<file path="src/rtl/inst_fetch_unit.sv">
// Instruction fetch initiator: owns the PC, reads one word per cycle from a combinational ROM,
// and queues {pc, inst, adel} entries for decode behind a valid/ready handshake.
module inst_fetch_unit #(
    parameter int unsigned                  ADDR_WIDTH = 32,
    parameter int unsigned                  INST_WIDTH = 32,
    parameter logic [ADDR_WIDTH-1:0]        RESET_PC   = 32'hBFC00000,
    parameter int unsigned                  DEPTH      = 2
) (
    input  logic                  clk,
    input  logic                  rst,
    output logic                  rom_en,
    output logic [ADDR_WIDTH-1:0] rom_addr,
    input  logic [INST_WIDTH-1:0] rom_inst,
    input  logic                  redirect_valid,
    input  logic [ADDR_WIDTH-1:0] redirect_pc,
    output logic                  out_valid,
    input  logic                  out_ready,
    output logic [INST_WIDTH-1:0] out_inst,
    output logic [ADDR_WIDTH-1:0] out_pc,
    output logic                  out_adel
);

    localparam int unsigned PTR_W = (DEPTH > 1) ? $clog2(DEPTH) : 1;
    localparam int unsigned CNT_W = $clog2(DEPTH + 1);

    logic [ADDR_WIDTH-1:0] pc_q;
    logic [CNT_W-1:0]      count_q;
    logic [PTR_W-1:0]      wptr_q;
    logic [PTR_W-1:0]      rptr_q;
    logic                  halt_q;

    logic [ADDR_WIDTH-1:0] fifo_pc   [DEPTH];
    logic [INST_WIDTH-1:0] fifo_inst [DEPTH];
    logic                  fifo_adel [DEPTH];

    logic full;
    logic aligned;
    logic fetch_ok;
    logic push;
    logic pop;

    // rst gates the strobes so nothing is fetched or presented while reset is held
    always_comb begin
        full      = (count_q == CNT_W'(DEPTH));
        aligned   = (pc_q[1:0] == 2'b00);
        fetch_ok  = rst && !redirect_valid && !full && !halt_q;
        push      = fetch_ok;
        rom_en    = fetch_ok && aligned;
        rom_addr  = pc_q;
        out_valid = rst && (count_q != '0) && !redirect_valid;
        pop       = out_valid && out_ready;
        out_inst  = '0;
        out_pc    = '0;
        out_adel  = 1'b0;
        if (out_valid) begin
            out_inst = fifo_inst[rptr_q];
            out_pc   = fifo_pc[rptr_q];
            out_adel = fifo_adel[rptr_q];
        end
    end

    always_ff @(posedge clk or negedge rst) begin
        if (!rst) begin
            pc_q    <= RESET_PC;
            count_q <= '0;
            wptr_q  <= '0;
            rptr_q  <= '0;
            halt_q  <= 1'b0;
        end else if (redirect_valid) begin
            pc_q    <= redirect_pc;
            count_q <= '0;
            wptr_q  <= '0;
            rptr_q  <= '0;
            halt_q  <= 1'b0;
        end else begin
            if (push) begin
                wptr_q <= wptr_q + PTR_W'(1);
                // a misaligned PC is queued once as an address error, then fetch stalls
                if (aligned) begin
                    pc_q <= pc_q + ADDR_WIDTH'(4);
                end else begin
                    halt_q <= 1'b1;
                end
            end
            if (pop) begin
                rptr_q <= rptr_q + PTR_W'(1);
            end
            case ({push, pop})
                2'b10:   count_q <= count_q + CNT_W'(1);
                2'b01:   count_q <= count_q - CNT_W'(1);
                default: count_q <= count_q;
            endcase
        end
    end

    always_ff @(posedge clk) begin
        if (push) begin
            fifo_pc[wptr_q]   <= pc_q;
            fifo_inst[wptr_q] <= aligned ? rom_inst : '0;
            fifo_adel[wptr_q] <= !aligned;
        end
    end

endmodule

</file>
<file path="config.mk">
export PLATFORM = sky130hd
export DESIGN_NAME = inst_fetch_unit
export DESIGN_NICKNAME = d
export VERILOG_FILES = /design/src/rtl/inst_fetch_unit.sv
export SDC_FILE = /design/constraint.sdc
export NUM_CORES = 1
export LEC_CHECK = 0
export CORE_UTILIZATION = 40
export CTS_BUF_LIST = sky130_fd_sc_hd__clkbuf_2
export CTS_CLUSTER_SIZE = 25
export DETAILED_ROUTE_END_ITERATION = 16
export MAX_ROUTING_LAYER = met4
export PLACE_DENSITY = 0.66
export SLEW_MARGIN = 10
export SYNTH_ARGS = -nofsm -noshare
export SYNTH_HDL_FRONTEND = slang
export SYNTH_SLANG_ARGS = --single-unit
</file>
<file path="constraint.sdc">
create_clock -name clk -period 9.53 [get_ports clk]
set_input_delay 1.906 -clock clk [delete_from_list [all_inputs] [get_ports clk]]
set_output_delay 1.906 -clock clk [all_outputs]
set_load 0.1 [all_outputs]
</file>
* Yosys cells after proc, flatten, opt, wreduce, memory -nomap -nowiden *
Memories as Yosys holds them, arrays and structs flattened.
Index checks and enable logic that the tools add are counted.

storage, ports and cells
  register bits after elaboration = 37
  bits in writable memories = 130
  bits of input ports = 68
  output and inout port bits = 99
  memories = 3

cells by class
  $add $sub $neg = 5
  eq/ne operators = 4
  muxes and demuxes = 18
  reductions and logical operators = 19

memory list
  memory     depth  width  read ports  clocked after memory_dff  write ports  line  text
  fifo_inst  2      32     1           0                         1            33    logic [INST_WIDTH-1:0] fifo_inst [DEPTH];
  fifo_pc    2      32     1           0                         1            32    logic [ADDR_WIDTH-1:0] fifo_pc [DEPTH];
  fifo_adel  2      1      1           0                         1            34    logic fifo_adel [DEPTH];

operators by type and width
  kind                                                                number
  32-bit 2-to-1 mux                                                   6
  32-bit by 3-bit adder with 32-bit output, second input constant     1
  1-bit 2-to-1 mux                                                    10
  2-bit nonzero test                                                  4
  1-bit logical AND                                                   7
  2-bit == test, second input constant                                2
  1-bit zero test                                                     4
  2-bit case mux with 2 select lines                                  1
  2-bit AND reduction                                                 2
  3-bit nonzero test                                                  1
  1-bit adder, second input constant                                  2
  2-bit by 1-bit adder with 2-bit output, second input constant       1
  2-bit by 1-bit == test with 1-bit output, second input constant     1
  2-bit zero test                                                     1
  2-bit 2-to-1 mux                                                    1
  2-bit inequality test, second input constant                        1
  2-bit by 1-bit subtractor with 2-bit output, second input constant  1

* Depth between registers and ports, before layout *
Gate-level depths: netlist (run 1).

  depth in word-level cells = 7
  depth in mapped cells = 6

* Worst setup path after synthesis (run 1) *
OpenSTA, ideal clock, no wires.

  path kind = input-to-reg
  start = in redirect_valid
  end = mem fifo_adel[0] (enable)
  setup time = 0.568 ns
  data arrival time = 6.839 ns
  data required time = 8.962 ns
  setup slack = 2.123 ns
  cell stages on the path = 3
  cell sequence = or3b_1 > buf_6 > nor3_1

between the ends
  cells in the longest elaborated chain, start to end = 6

ends and longest elaborated chain
  what                                    line  text
  from (decl)                             14    input logic redirect_valid,
  1-bit zero test                         46    fetch_ok = rst && !redirect_valid && !full && !halt_q;
  1-bit logical AND (3 in a row)          46
  1-bit 2-to-1 mux                        97    if (push) begin
  1-bit 2-to-1 mux (implied by the code)  100   fifo_adel[wptr_q] <= !aligned;
  to (decl)                               34

No other way between the ends.

* Final worst setup path (run 1) *
  start = in redirect_valid
  end = out rom_en

between the ends
  cells in the longest elaborated chain, start to end = 5

ends and longest elaborated chain
  what                            line  text
  1-bit zero test                 46
  1-bit logical AND (3 in a row)  46
  1-bit logical AND               48    rom_en = fetch_ok && aligned;
  to (decl)                       11    output logic rom_en,

No other way between the ends.

==> flow_metrics.tcl, run 1 <==
set metrics [dict create \
    status "complete, no violations" \
    max_freq_mhz 135 \
    cts.repair.resized 0 \
    ir_drop_uv 84.2 \
    start_kind "input port" \
    grt_overflow 0 \
    period_needed_ns 7.39 \
    synth_edf_count 130 \
    first_global_vias 5041 \
    netlist_area_um2 7380 \
    vias_per_cell 5.40 \
    die-width_um 138 \
    cts_tree "built" \
    synth_area_leaders "edfxtp_1 53%, dfrtp_1 9.5%, mux2i_1 9.2%, nor2_1 4.2%, and2_1 3.2%" \
    grt_start_max_net_pins 67 \
    synth.distinct_cells 58 \
    clock-sinks 167 \
    postPlaceCellArea_um2 9240 \
    syn-num-nets 636 \
    final.setup.worst_slack_ns 2.14 \
    async_reset_ff_share_pct 22.2 \
    root_buffer "clkbuf_2" \
    grt_pass1_wl_mm 26.2 \
    reg2reg_depth 5 \
    min_path_type "reg -> reg" \
    htreeDepth 4 \
    cts_hold_buf 0 \
    portBuffers 166 \
    syn_inst 567 \
    pre_cts_ws_ns 2.20 \
    hold_path_depth 0 \
    row_count 49 \
    nNetsFinal 792 \
    routabilityCongestion 0.855 \
    drt_wl_total_mm 17.0 \
    core-area_um2 18000 \
    period_share_pct 77.6 \
    power_leakage_nw 3.07 \
    worstSkewPairLatency_ns 0.70 \
    critical_path.max_fanout 21 \
    dp.final_hpwl_mm 11.0 \
    cts_buffer_depth 2 \
    die_area_um2 19000 \
    num_antenna_cells 0 \
    yosysMostFrequentCell "edfxtp_1" \
    grt.total_usage_pct 19.1 \
    finalSetupViolCount 0 \
    rsz0062_at_grt "false" \
    drtAntennaViolNets 0 \
    drv_slew 0 \
    cts_made_buffers 17 \
    antenna_found_initial 0 \
    postLayoutCellArea_um2 9440 \
    worst-endpoint-required_ns 7.62 \
    fin_skew_ns 0.0333 \
    p_per_area_nw_per_um2 162 \
    ys.flop_type "edfxtp_1" \
    avgSynthCellArea_um2 13.0 \
    hold_violations 0 \
    drcViolationCount 0 \
    wire_per_inst_um 17.7 \
    setup_tns_ns 0 \
    synthToLayoutAreaGrowth_pct 27.9 \
    synth_top_cell_by_area "edfxtp_1" \
    cts_setup_buffers 0 \
    drtIter0Drc 311 \
    yosys.area.top_type_share_pct 52.9 \
    synth_common_cells "130 x edfxtp_1, 82 x nor2_1, 68 x mux2i_1" \
    endpoint_kind "output pin" \
    path_clk_slew_ns 0.22 \
    initial_core_util_pct 41.0 \
    worstSetupPathType "in -> out" \
    io_pins 167 \
    ys_warn_count 0 \
    via_count 5209 \
    drv_cap 0 \
    crit_arrival_ns 5.48 \
    synth_seq_cells 167 \
    drive_above_1_share_pct 8.02 \
    relSlewSlack_pct 22.7 \
    drtPass1Iterations 5 \
    die_h_um 138 \
    worstMarginPinSlew_ns 1.16 \
    ys_seq_area_share_pct 65.6 \
]
## through the flow
| step | hold slack (ns) | power, mW | instances | utilization, % |
|---|---|---|---|---|
| floorplan | 0.525 | 1.11 | 567 | - |
| global placement | 0.535 | 1.21 | 933 | 51.2 |
| detailed placement | 0.548 | 1.21 | 933 | 51.2 |
| CTS | 0.558 | 1.55 | 965 | 52.4 |
| global route | 0.574 | 1.60 | 965 | 52.4 |
| finish | 0.551 | 1.53 | 965 | 52.4 |
## final timing paths
check / start / slack, ns / to
max: redirect_valid / 2.14 / rom_en
min: rom_addr[23]$_DFFE_PN1P_ / 0.55 / fifo_pc[1][23]$_DFFE_PP_
max reg2reg: count_q[0]$_DFFE_PN0P_ / 6.79 / rom_addr[4]$_DFFE_PN0P_
min reg2reg: rom_addr[23]$_DFFE_PN1P_ / 0.55 / fifo_pc[1][23]$_DFFE_PP_
max in group asynchronous: rst / 7.89 / rptr_q$_DFFE_PN0P_
min in group asynchronous: rst / 1.22 / rom_addr[30]$_DFFE_PN0P_
## where the power goes
part / internal (mW) / switching [mW]
clock network: 0.0957 / 0.239
registers: 0.835 / 0.0418
logic: 0.0933 / 0.227
total: 1.02 / 0.508
## layout by cell type, fill, tap and decap left out, types with 2 or more instances in the layout
cell type and count:
clkdlybuf4s50_1 165, edfxtp_1 130, nor2_1 82, mux2i_1 68
and2_1 38, dfrtp_1 27, nand3_1 22, nand2_1 22
clkbuf_2 20, a31oi_1 13, nand4_1 10, o311ai_1 10
nor4_1 9, dfstp_2 9, or4_1 8, inv_1 7
o21ai_0 7, o211ai_1 6, buf_4 6, or3_1 5
o31ai_1 5, clkinvlp_4 5, nor2b_1 4, a22oi_1 4
clkinv_1 3, mux2_2 2, and4_1 2, o41ai_1 2
nor3_1 2, nor4b_1 2, or4b_1 2, or2_2 2
o41a_1 2, a221o_1 2, xnor2_1 2, clkinv_4 2
## layer usage
layer,up-vias,wire length [µm],GRT usage [%]
li1,2443,-,-
met1,2555,7500,24.6
met2,199,8320,30.1
met3,12,1080,4.42
met4,0,146,5.31
met5,-,0,-
## cell type report
cell class,instances,area [µm²]
timing repair buffer,172,1700
inverter,9,33.8
sequential,167,4840
tap,229,287
clock inverter,12,106
fill,1561,8580
clock buffer,20,100
multi-input combinational,356,2370
## cell families after synthesis
logic type / synth area share, %
DFF: 65.6
and+or+nand+nor: 15.4
AOI/OAI and AO/OA: 6.22
adders and majority gates: 0.169
muxes: 9.52
xor gates and xnor gates: 0.678
buffers and inverters: 2.46
## flip-flops by register name (all words and copies together) (netlist names)
name,count
fifo_inst,64
fifo_pc,64
count_q,2
rom_addr,32
rptr_q,1
wptr_q,1
fifo_adel,2
halt_q,1
## critical path: stages
cell and delay [ns]:
clkdlybuf4s50_1 0.71, nor3b_2 0.42, nand3_1 0.59, clkinv_1 0.61, clkdlybuf4s50_1 1.22
Note: power is estimated with default switching activity, not from simulation.
==> run 2, diff against run 1 <==
==> constraint.sdc (replaced) <==
create_clock -name clk -period 7.4 [get_ports clk]
set_input_delay 1.48 -clock clk [delete_from_list [all_inputs] [get_ports clk]]
set_output_delay 1.48 -clock clk [all_outputs]
set_load 0.1 [all_outputs]
==> flow_metrics.tcl, run 2 (same netlist as run 1, synthesis figures left out) <==
set metrics [dict create \
    status "complete, no violations" \
    dp.final_hpwl_mm 11.1 \
    die-width_um 138 \
    setup_tns_ns 0 \
    wire_per_inst_um 17.7 \
    drtPass1Iterations 6 \
    drtAntennaViolNets 0 \
    cts_hold_buf 0 \
    rsz0062_at_grt "false" \
    routabilityCongestion 0.793 \
    crit_arrival_ns 4.14 \
    ir_drop_uv 123 \
    grt.total_usage_pct 18.9 \
    p_seq_share_pct 56.2 \
    num_antenna_cells 0 \
    drtIter0Drc 384 \
    via_count 5165 \
    die_h_um 138 \
    row_count 49 \
    period_share_pct 75.9 \
    cts_setup_buffers 0 \
    min_path_type "reg -> reg" \
    cts_tree "built" \
    total_power_mw 2.00 \
    cpMaxStageDelayCell "clkdlybuf4s50_1" \
    io_pins 167 \
    multi_input_area_um2 2370 \
    drcViolationCount 0 \
    fin_skew_ns 0.0333 \
    first_global_vias 4799 \
    clock-sinks 167 \
    drt_wl_total_mm 17.1 \
    cts_made_buffers 17 \
    seqCellArea_um2 4840 \
    root_buffer "clkbuf_2" \
    cts.repair.resized 0 \
    worstSetupPathType "in -> out" \
    relSlewSlack_pct 32.0 \
    finalSetupViolCount 0 \
    switching_share_pct 33.9 \
    synthToLayoutAreaGrowth_pct 26.0 \
    p_per_area_nw_per_um2 215 \
    critical_path.max_fanout 21 \
    hold_violations 0 \
    layout_common_cells "130 x edfxtp_1, 98 x clkdlybuf4s50_1, 82 x nor2_1" \
    period_needed_ns 5.62 \
    drv_cap 0 \
    die_area_um2 19000 \
    vias_per_cell 5.35 \
    layout_commonest_cell "edfxtp_1" \
    core-area_um2 18000 \
    start_kind "input port" \
    pwr-share-comb_pct 20.6 \
    power_leakage_nw 3.23 \
    pre_cts_ws_ns 1.80 \
    htreeDepth 4 \
    intPower_mw 1.33 \
    fill_cells 1595 \
    crit_path_max_incr_delay_ns 0.75 \
    grt_start_max_net_pins 67 \
    grt_overflow 0 \
    drv_slew 0 \
    final.setup.worst_slack_ns 1.78 \
    antenna_found_initial 0 \
    worst-endpoint-required_ns 5.92 \
    pwr-share-clk_pct 23.3 \
    cts_buffer_depth 2 \
    endpoint_kind "output pin" \
    path_clk_slew_ns 0.24 \
    switchingPower_mw 0.679 \
    max_freq_mhz 178 \
    grt_pass1_wl_mm 26.0 \
    nNetsFinal 792 \
    drive_above_1_share_pct 17.4 \
    portBuffers 166 \
    worstMarginPinSlew_ns 1.02 \
    worstPathCellList "clkdlybuf4s50_1 -> nor3b_2 -> nand3_1 -> clkinv_1 -> buf_4" \
    initial_core_util_pct 41.0 \
    worstSkewPairLatency_ns 0.74 \
]
==> run 2: changes by cell type in the layout (fill, tap and decap cells not counted) <==
cell / before / now
clkbuf_2: 20 / 18
clkinv_1: 3 / 1
inv_8: 0 / 2
clkdlybuf4s50_1: 165 / 98
clkinvlp_4: 5 / 2
inv_6: 1 / 3
clkinv_4: 2 / 5
buf_4: 6 / 73
==> run 2: critical path: cells and delay by family <==
kind	cells	cell delay, ns
buffers and inverters	3	1.95
and+or+nand+nor	2	0.69
==> run 2: layout make-up <==
type,instances,area share [%]
clock buffer,18,0.968
clock inverter,14,1.53
inverter,9,0.363
multi-input combinational,356,25.5
sequential,167,52.1
tap,229,3.08
timing repair buffer,172,16.5
==> run 2: worst paths after layout <==
path	from	to	slack, ns	cells past startpoint
worst max-delay path	redirect_valid	rom_en	1.78	5
min in group asynchronous	rst	rom_addr[18]$_DFFE_PN0P_	0.85	2
worst min register to register	rom_addr[23]$_DFFE_PN1P_	fifo_pc[0][23]$_DFFE_PP_	0.57	0
worst max register to register	count_q[0]$_DFFE_PN0P_	rom_addr[4]$_DFFE_PN0P_	4.66	5
worst min-delay path	rom_addr[23]$_DFFE_PN1P_	fifo_pc[0][23]$_DFFE_PP_	0.57	0
max in group asynchronous	rst	rptr_q$_DFFE_PN0P_	6.11	2
==> run 2: metal layers <==
metal / share of wire, % / global-route usage [%] / up-vias
met5: 0 / - / -
met4: 0.99 / 5.62 / 0
met3: 5.3 / 3.84 / 15
met2: 49 / 29.2 / 175
met1: 45 / 25.3 / 2533
li1: - / - / 2442
==> run 2: per-stage QoR <==
step                      instance area (µm²)  std cells  util [%]  hold WS [ns]
final                                    9300        965      51.6         0.568
after global routing                     9300        965      51.6         0.601
after CTS                                9300        965      51.6         0.581
after detailed placement                 9070        933      50.3         0.551
after global placement                   9070        933      50.3         0.542
after floorplan                          7380        567         -         0.525
==> run 2: power by group through the flow <==
stage / Clock, mW / Combinational [mW] / Sequential (mW)
6_report: 0.466 / 0.412 / 1.13
5_1_grt: 0.523 / 0.433 / 1.13
4_1_cts: 0.483 / 0.415 / 1.13
3_5_place_dp: 0 / 0.414 / 1.15
3_3_place_gp: 0 / 0.411 / 1.14
2_1_floorplan: 0 / 0.167 / 1.26
